==> src/rtl/demux_one_to_two_stream_if.sv <==
// rtl/demux_one_to_two_stream_if.sv - stream bundle for the 1:2 demux: one producer side, two sink sides
interface demux_one_to_two_stream_if #(
  parameter int DATA_WIDTH  = 32,
  parameter int COUNT_WIDTH = 16
);
  logic [DATA_WIDTH-1:0]  in_data;
  logic                   in_select;
  logic                   in_valid;
  logic                   ou_ready;

  logic [DATA_WIDTH-1:0]  ou_data_one;
  logic                   ou_valid_one;
  logic                   in_ready_one;

  logic [DATA_WIDTH-1:0]  ou_data_two;
  logic                   ou_valid_two;
  logic                   in_ready_two;

  logic [COUNT_WIDTH-1:0] ou_count_one;
  logic [COUNT_WIDTH-1:0] ou_count_two;

  // Producer and sinks drive the in_* signals.
  modport master (
    output in_data, in_select, in_valid, in_ready_one, in_ready_two,
    input  ou_ready, ou_data_one, ou_valid_one, ou_data_two, ou_valid_two,
           ou_count_one, ou_count_two
  );

  // The demux drives the ou_* signals.
  modport slave (
    input  in_data, in_select, in_valid, in_ready_one, in_ready_two,
    output ou_ready, ou_data_one, ou_valid_one, ou_data_two, ou_valid_two,
           ou_count_one, ou_count_two
  );
endinterface

==> src/rtl/demux_one_to_two_stream.sv <==
// rtl/demux_one_to_two_stream.sv - routes one valid/ready stream into two 2-deep output FIFOs
module demux_one_to_two_stream #(
  parameter int DATA_WIDTH  = 32,
  parameter int COUNT_WIDTH = 16
) (
  input  logic                        in_clk,
  input  logic                        in_reset_n,
  demux_one_to_two_stream_if.slave    bus
);
  // Index 0 is output one, index 1 is output two.
  logic [1:0][DATA_WIDTH-1:0]  head_q;
  logic [1:0][DATA_WIDTH-1:0]  tail_q;
  logic [1:0][1:0]             occ_q;
  logic [1:0][COUNT_WIDTH-1:0] cnt_q;

  logic [1:0] full;
  logic [1:0] valid;
  logic [1:0] ready;
  logic [1:0] push;
  logic [1:0] pop;
  logic       accept;

  assign ready[0] = bus.in_ready_one;
  assign ready[1] = bus.in_ready_two;

  always_comb begin
    full  = '0;
    valid = '0;
    pop   = '0;
    for (int i = 0; i < 2; i++) begin
      full[i]  = (occ_q[i] == 2'd2);
      valid[i] = (occ_q[i] != 2'd0);
      pop[i]   = valid[i] & ready[i];
    end
  end

  // Readiness looks only at the selected FIFO's fullness, never at the sinks.
  assign accept  = in_reset_n & (bus.in_select ? ~full[1] : ~full[0]);
  assign push[0] = bus.in_valid & accept & ~bus.in_select;
  assign push[1] = bus.in_valid & accept &  bus.in_select;

  always_ff @(posedge in_clk) begin
    if (!in_reset_n) begin
      head_q <= '0;
      tail_q <= '0;
      occ_q  <= '0;
      cnt_q  <= '0;
    end else begin
      for (int i = 0; i < 2; i++) begin
        if (pop[i]) begin
          cnt_q[i] <= cnt_q[i] + COUNT_WIDTH'(1);
        end
        // An emptied FIFO keeps its head register, so the last popped word stays visible.
        case ({push[i], pop[i]})
          2'b10: begin
            if (occ_q[i] == 2'd0) begin
              head_q[i] <= bus.in_data;
            end else begin
              tail_q[i] <= bus.in_data;
            end
            occ_q[i] <= occ_q[i] + 2'd1;
          end
          2'b01: begin
            if (occ_q[i] == 2'd2) begin
              head_q[i] <= tail_q[i];
            end
            occ_q[i] <= occ_q[i] - 2'd1;
          end
          2'b11: begin
            head_q[i] <= bus.in_data;
          end
          default: begin
          end
        endcase
      end
    end
  end

  assign bus.ou_ready     = accept;
  assign bus.ou_data_one  = head_q[0];
  assign bus.ou_valid_one = valid[0];
  assign bus.ou_data_two  = head_q[1];
  assign bus.ou_valid_two = valid[1];
  assign bus.ou_count_one = cnt_q[0];
  assign bus.ou_count_two = cnt_q[1];
endmodule

==> src/flat_wrapper.sv <==
// flat-port wrapper written by rule: the top's interface ports become plain ports
module demux_one_to_two_stream_flat 
#(
  parameter int DATA_WIDTH  = 32,
  parameter int COUNT_WIDTH = 16
)
  (in_clk, in_reset_n, bus_in_data, bus_in_select, bus_in_valid, bus_in_ready_one, bus_in_ready_two, bus_ou_ready, bus_ou_data_one, bus_ou_valid_one, bus_ou_data_two, bus_ou_valid_two, bus_ou_count_one, bus_ou_count_two);
  demux_one_to_two_stream_if #(.DATA_WIDTH(DATA_WIDTH), .COUNT_WIDTH(COUNT_WIDTH)) bus_i ();
  input  logic in_clk;
  input  logic in_reset_n;
  input wire logic [$bits(bus_i.in_data)-1:0] bus_in_data;
  input wire logic [$bits(bus_i.in_select)-1:0] bus_in_select;
  input wire logic [$bits(bus_i.in_valid)-1:0] bus_in_valid;
  input wire logic [$bits(bus_i.in_ready_one)-1:0] bus_in_ready_one;
  input wire logic [$bits(bus_i.in_ready_two)-1:0] bus_in_ready_two;
  output wire logic [$bits(bus_i.ou_ready)-1:0] bus_ou_ready;
  output wire logic [$bits(bus_i.ou_data_one)-1:0] bus_ou_data_one;
  output wire logic [$bits(bus_i.ou_valid_one)-1:0] bus_ou_valid_one;
  output wire logic [$bits(bus_i.ou_data_two)-1:0] bus_ou_data_two;
  output wire logic [$bits(bus_i.ou_valid_two)-1:0] bus_ou_valid_two;
  output wire logic [$bits(bus_i.ou_count_one)-1:0] bus_ou_count_one;
  output wire logic [$bits(bus_i.ou_count_two)-1:0] bus_ou_count_two;
  assign bus_i.in_data = bus_in_data;
  assign bus_i.in_select = bus_in_select;
  assign bus_i.in_valid = bus_in_valid;
  assign bus_i.in_ready_one = bus_in_ready_one;
  assign bus_i.in_ready_two = bus_in_ready_two;
  assign bus_ou_ready = bus_i.ou_ready;
  assign bus_ou_data_one = bus_i.ou_data_one;
  assign bus_ou_valid_one = bus_i.ou_valid_one;
  assign bus_ou_data_two = bus_i.ou_data_two;
  assign bus_ou_valid_two = bus_i.ou_valid_two;
  assign bus_ou_count_one = bus_i.ou_count_one;
  assign bus_ou_count_two = bus_i.ou_count_two;
  demux_one_to_two_stream #(.DATA_WIDTH(DATA_WIDTH), .COUNT_WIDTH(COUNT_WIDTH)) u_core (.in_clk(in_clk), .in_reset_n(in_reset_n), .bus(bus_i));
endmodule
==> config.mk <==
export PLATFORM = sky130hd
export DESIGN_NAME = demux_one_to_two_stream_flat
export DESIGN_NICKNAME = d
export VERILOG_FILES = /design/src/rtl/demux_one_to_two_stream_if.sv /design/src/rtl/demux_one_to_two_stream.sv /design/src/flat_wrapper.sv
export SDC_FILE = /design/constraint.sdc
export NUM_CORES = 1
export LEC_CHECK = 0
export BUFFER_PORTS_ARGS = -buffer_cell sky130_fd_sc_hd__buf_2
export CAP_MARGIN = 0
export CORE_MARGIN = 5
export CORE_UTILIZATION = 45
export CTS_BUF_LIST = sky130_fd_sc_hd__clkbuf_16
export CTS_CLUSTER_DIAMETER = 150
export CTS_CLUSTER_SIZE = 25
export DETAILED_ROUTE_END_ITERATION = 6
export PLACE_DENSITY_LB_ADDON = 0.15
export SLEW_MARGIN = 20
export SYNTH_ARGS = -nofsm -noshare
export SYNTH_HDL_FRONTEND = slang
export SYNTH_SLANG_ARGS = --single-unit
==> constraint.sdc <==
create_clock -name in_clk -period 3.29 [get_ports in_clk]
set_input_delay 0.329 -clock in_clk [delete_from_list [all_inputs] [get_ports in_clk]]
set_output_delay 0.329 -clock in_clk [all_outputs]
set_load 0.02 [all_outputs]
==> summary.md <==
| Metric | Value |
|---|---|
| Status | `finished, final reports clean` |
| Port buffer count | `136` |
| Cell Area, Synth | `6970 µm²` |
| Core area | `between 15000 and 20000 µm²` |
| Worst setup EP type | `flip-flop` |
| Crit path DAT | `3.10 ns` |
| Share of the synthesized area in the top cell type | `47.1%` |
| Max IR drop VDD | `about 450 µV` |
| Crit-path slowest cell | `dfxtp_1` |
| Worst R2R End | `u_core.bus.ou_data_one[16]` |
| Top Layer Used | `met5` |
| Worst path max stage delay | `around 0.52 ns` |
| Post-DR wirelength/cell | `16.2 µm` |
| Biggest area consumer among synthesized cells | `dfxtp_1` |
| Mean Syn Cell Area | `8.94 µm²` |
| Final hold slack | `0.186 ns` |
| Reg power frac | `42.7%` |
| Number of synthesized flops with an enable pin | `0` |
| Synth Register Bits | `164` |
| Slew margin rel. | `32.8%` |
| Clk buf depth | `2` |
| FFs w/ async S/R, synth | `0%` |
| Clock transition at path regs | `0.06 ns` |
| Required @ worst endpoint | `3.61 ns` |
| Max-slew violations | `0` |
| Tightest Pin Transition | `about 1.0 ns` |
| Post-Place Cell Area | `roughly 7700 µm²` |
| Setup_tns | `0 ns` |
| Top cells by area, synth | `dfxtp_1 (47%), a21oi_1 (9.6%), mux2i_1 (9.5%)` |
| Initial DRC count | `339` |
| Commonest cells after routing, fill and taps aside | `dfxtp_1 (164), nand2_1 (149), buf_2 (136)` |
| CTS Buf Count | `17` |
| Met2 Wirelength | `8.55 mm` |
| Clock Sinks | `around 160` |
| Rows | `45` |
| Post-Syn Nets | `825` |
| Global Route Usage Sum | `19.2%` |
| Area Growth Syn to Fin | `18.4%` |
| Routed Antenna Nets | `0` |
| Die area | `18100 µm²` |
| Gr ovfl total | `0` |
| Seq/Total Area, Yosys | `47.1%` |
| Clk_skew | `0.00711 ns` |
| First-pass GRT wire length | `28.2 mm` |
| Leakage | `3.19 nW` |
| CP top delay family | `compound AO/OA/AOI/OAI gates` |
| Crit-path cells | `inv_1 -> a311oi_1 -> nand3b_1 -> ha_2 -> mux2_4 -> o22ai_2 -> buf_4 -> buf_4 -> a21oi_1 -> a211oi_1` |
| DR pass1 iterations | `5` |
| Number of global-route vias before repair | `5612` |
| R2r startpoint | `u_core.occ_q[2]` |
| DRC errors left | `0` |
| Ports | `137` |
| RSZ-0062 raised after global routing | `no` |
| Crit-path most repeated cell | `buf_4` |
| Initial antenna violation count | `1` |
| Largest net degree at the start of global routing | `a little under 100` |
| P_int | `roughly 3.7 mW` |
| Register-to-register path setup slack | `0.51 ns` |
| Switching Power | `1.68 mW` |
| PD cells | `656 nW/µm²` |
| Fmax | `359 MHz` |
| Placed Instances | `1059` |
| Share of the clock period used by the worst path | `84.6%` |
| Endpoints failing hold | `0` |
| Root buf cell | `clkbuf_16` |
| Gpl congestion | `roughly 0.83` |
| Netlist cell types | `41` |
| Final Critical Period | `2.78 ns` |
| Hold path cells | `3` |
| Worst Hold Class | `input pin to flip-flop` |
| Hold path startpoint | `bus_in_data[19]` |
| Layout cells sized above 1 | `21.4%` |
| Ys Warns | `0` |
| PostCTS Resize Cnt | `0` |
| Met3 wire len | `921 µm` |
| Leading cell type in the layout, fill and taps excluded | `dfxtp_1` |
| CP bufs+invs | `3` |
| Worst-path fanout max | `18` |
| Switching Fraction | `31.0%` |
| Cells after synthesis | `779` |
| Ant diodes | `0` |
| DP Wirelength | `12.4 mm` |
| Worst-Skew Late Latency | `0.41 ns` |
| Final instance area | `8250 µm²` |
| WS Path Type | `flip-flop to flip-flop` |
| Comb power frac | `23.7%` |
| Post-cts hold buffer count | `0` |
| Final WL | `17.6 mm` |
| CP Launch Type | `flip-flop` |
| Initial core utilization | `45.8%` |
| Prevailing post-synth register cell | `dfxtp_1` |
| Layout Cells excl Fill | `1087` |
| Hold Path Sink | `u_core.tail_q[51]` |
| Max-cap violations | `0` |
| Die width | `134 µm` |
| Met1 wire length | `8.07 mm` |
| Final nets | `approximately 940` |
| Post-DR vias/cell | `5.33` |
| TritonCTS clock tree | `done` |
| Cell depth of the worst flop-to-flop path | `10` |
| Chip height | `134 µm` |
| Via count | `5795` |
| H-tree Lvls | `4` |
| Setup Buffers After CTS | `0` |
| Clk network pwr share | `33.6%` |
| Final setup vio count | `0` |
Yosys cell counts, types with 2 or more instances:
library cell    n
dfxtp_1       164
nand2_1       149
a21oi_1       134
mux2i_1        66
a211oi_1       64
nor2_1         28
clkbuf_1       27
buf_2          19
xnor2_1        17
xor2_1         13
buf_4           9
ha_1            8
inv_1           8
nand3_1         8
nand4_1         8
nor3_1          7
buf_6           6
nor4_1          5
and2_1          4
o21ai_0         4
or3_1           3
and4_4          2
buf_1           2
mux2_4          2
nand2b_1        2
o2111a_1        2
o2111ai_1       2
o22ai_2         2
or2_2           2
worst reg2reg max path, stage by stage, from the launching register on:
cell	delay, ns
dfxtp_1	0.52
inv_1	0.10
a311oi_1	0.42
nand3b_1	0.19
ha_2	0.24
mux2_4	0.28
o22ai_2	0.12
buf_4	0.23
buf_4	0.26
a21oi_1	0.11
a211oi_1	0.22
cell type report:
cell class                 instances  area, µm²
tap                              188        235
timing repair buffer             155        848
sequential                       164       3280
multi-input combinational        543       3320
clock buffer                      17        425
inverter                           9       36.3
fill                            1413       6960
clock inverter                    11        101
stage by stage:
step | setup WS, ns | utilization, % | power (mW)
after CTS | 0.504 | 54.2 | 5.47
after global placement | 0.705 | 50.8 | 3.61
after floorplan | 0.341 | - | 3.26
final | 0.505 | 54.2 | 5.41
after detailed placement | 0.527 | 50.8 | 3.65
after global routing | 0.217 | 54.2 | 5.69
kinds of logic after synthesis:
kind of cell,share of synthesized area (%)
simple gates,14.1
flops,47.1
fa+ha+maj,1.44
xor+xnor,3.77
buf+inv,5.35
compound gates,18.3
mux,9.91
how the worst max path moves through the flow:
stage,from,endpoint,depth (start not counted)
2_1_floorplan,u_core.occ_q[2],u_core.bus.ou_data_two[10],12
3_3_place_gp,u_core.occ_q[2],u_core.bus.ou_data_one[10],10
3_5_place_dp,u_core.occ_q[2],u_core.bus.ou_data_one[17],10
4_1_cts,u_core.occ_q[2],u_core.bus.ou_data_one[16],10
5_1_grt,u_core.occ_q[2],u_core.bus.ou_data_one[6],10
6_report,u_core.occ_q[2],u_core.bus.ou_data_one[16],10
power by group through the flow:
stage                     combinational (mW)  clock, mW  sequential [mW]
final                                   1.28       1.82             2.31
after global routing                    1.40       1.95             2.34
after CTS                               1.30       1.86             2.32
after detailed placement                1.29          0             2.36
after global placement                  1.26          0             2.35
after floorplan                        0.744          0             2.52
metal layers:
layer / up-vias / track usage [%]
li1: 2939 / -
met1: 2721 / 25.1
met2: 127 / 31.5
met3: 6 / 5.59
met4: 2 / 4.69
met5: - / 0
registers in the layout (all words and copies together) (netlist names):
| name | flops |
|---|---|
| u_core.bus.ou_count_two | 16 |
| u_core.tail_q | 64 |
| u_core.bus.ou_data_one | 32 |
| u_core.bus.ou_count_one | 16 |
| u_core.bus.ou_data_two | 32 |
| u_core.occ_q | 4 |
(Power assumes the default switching activity.)
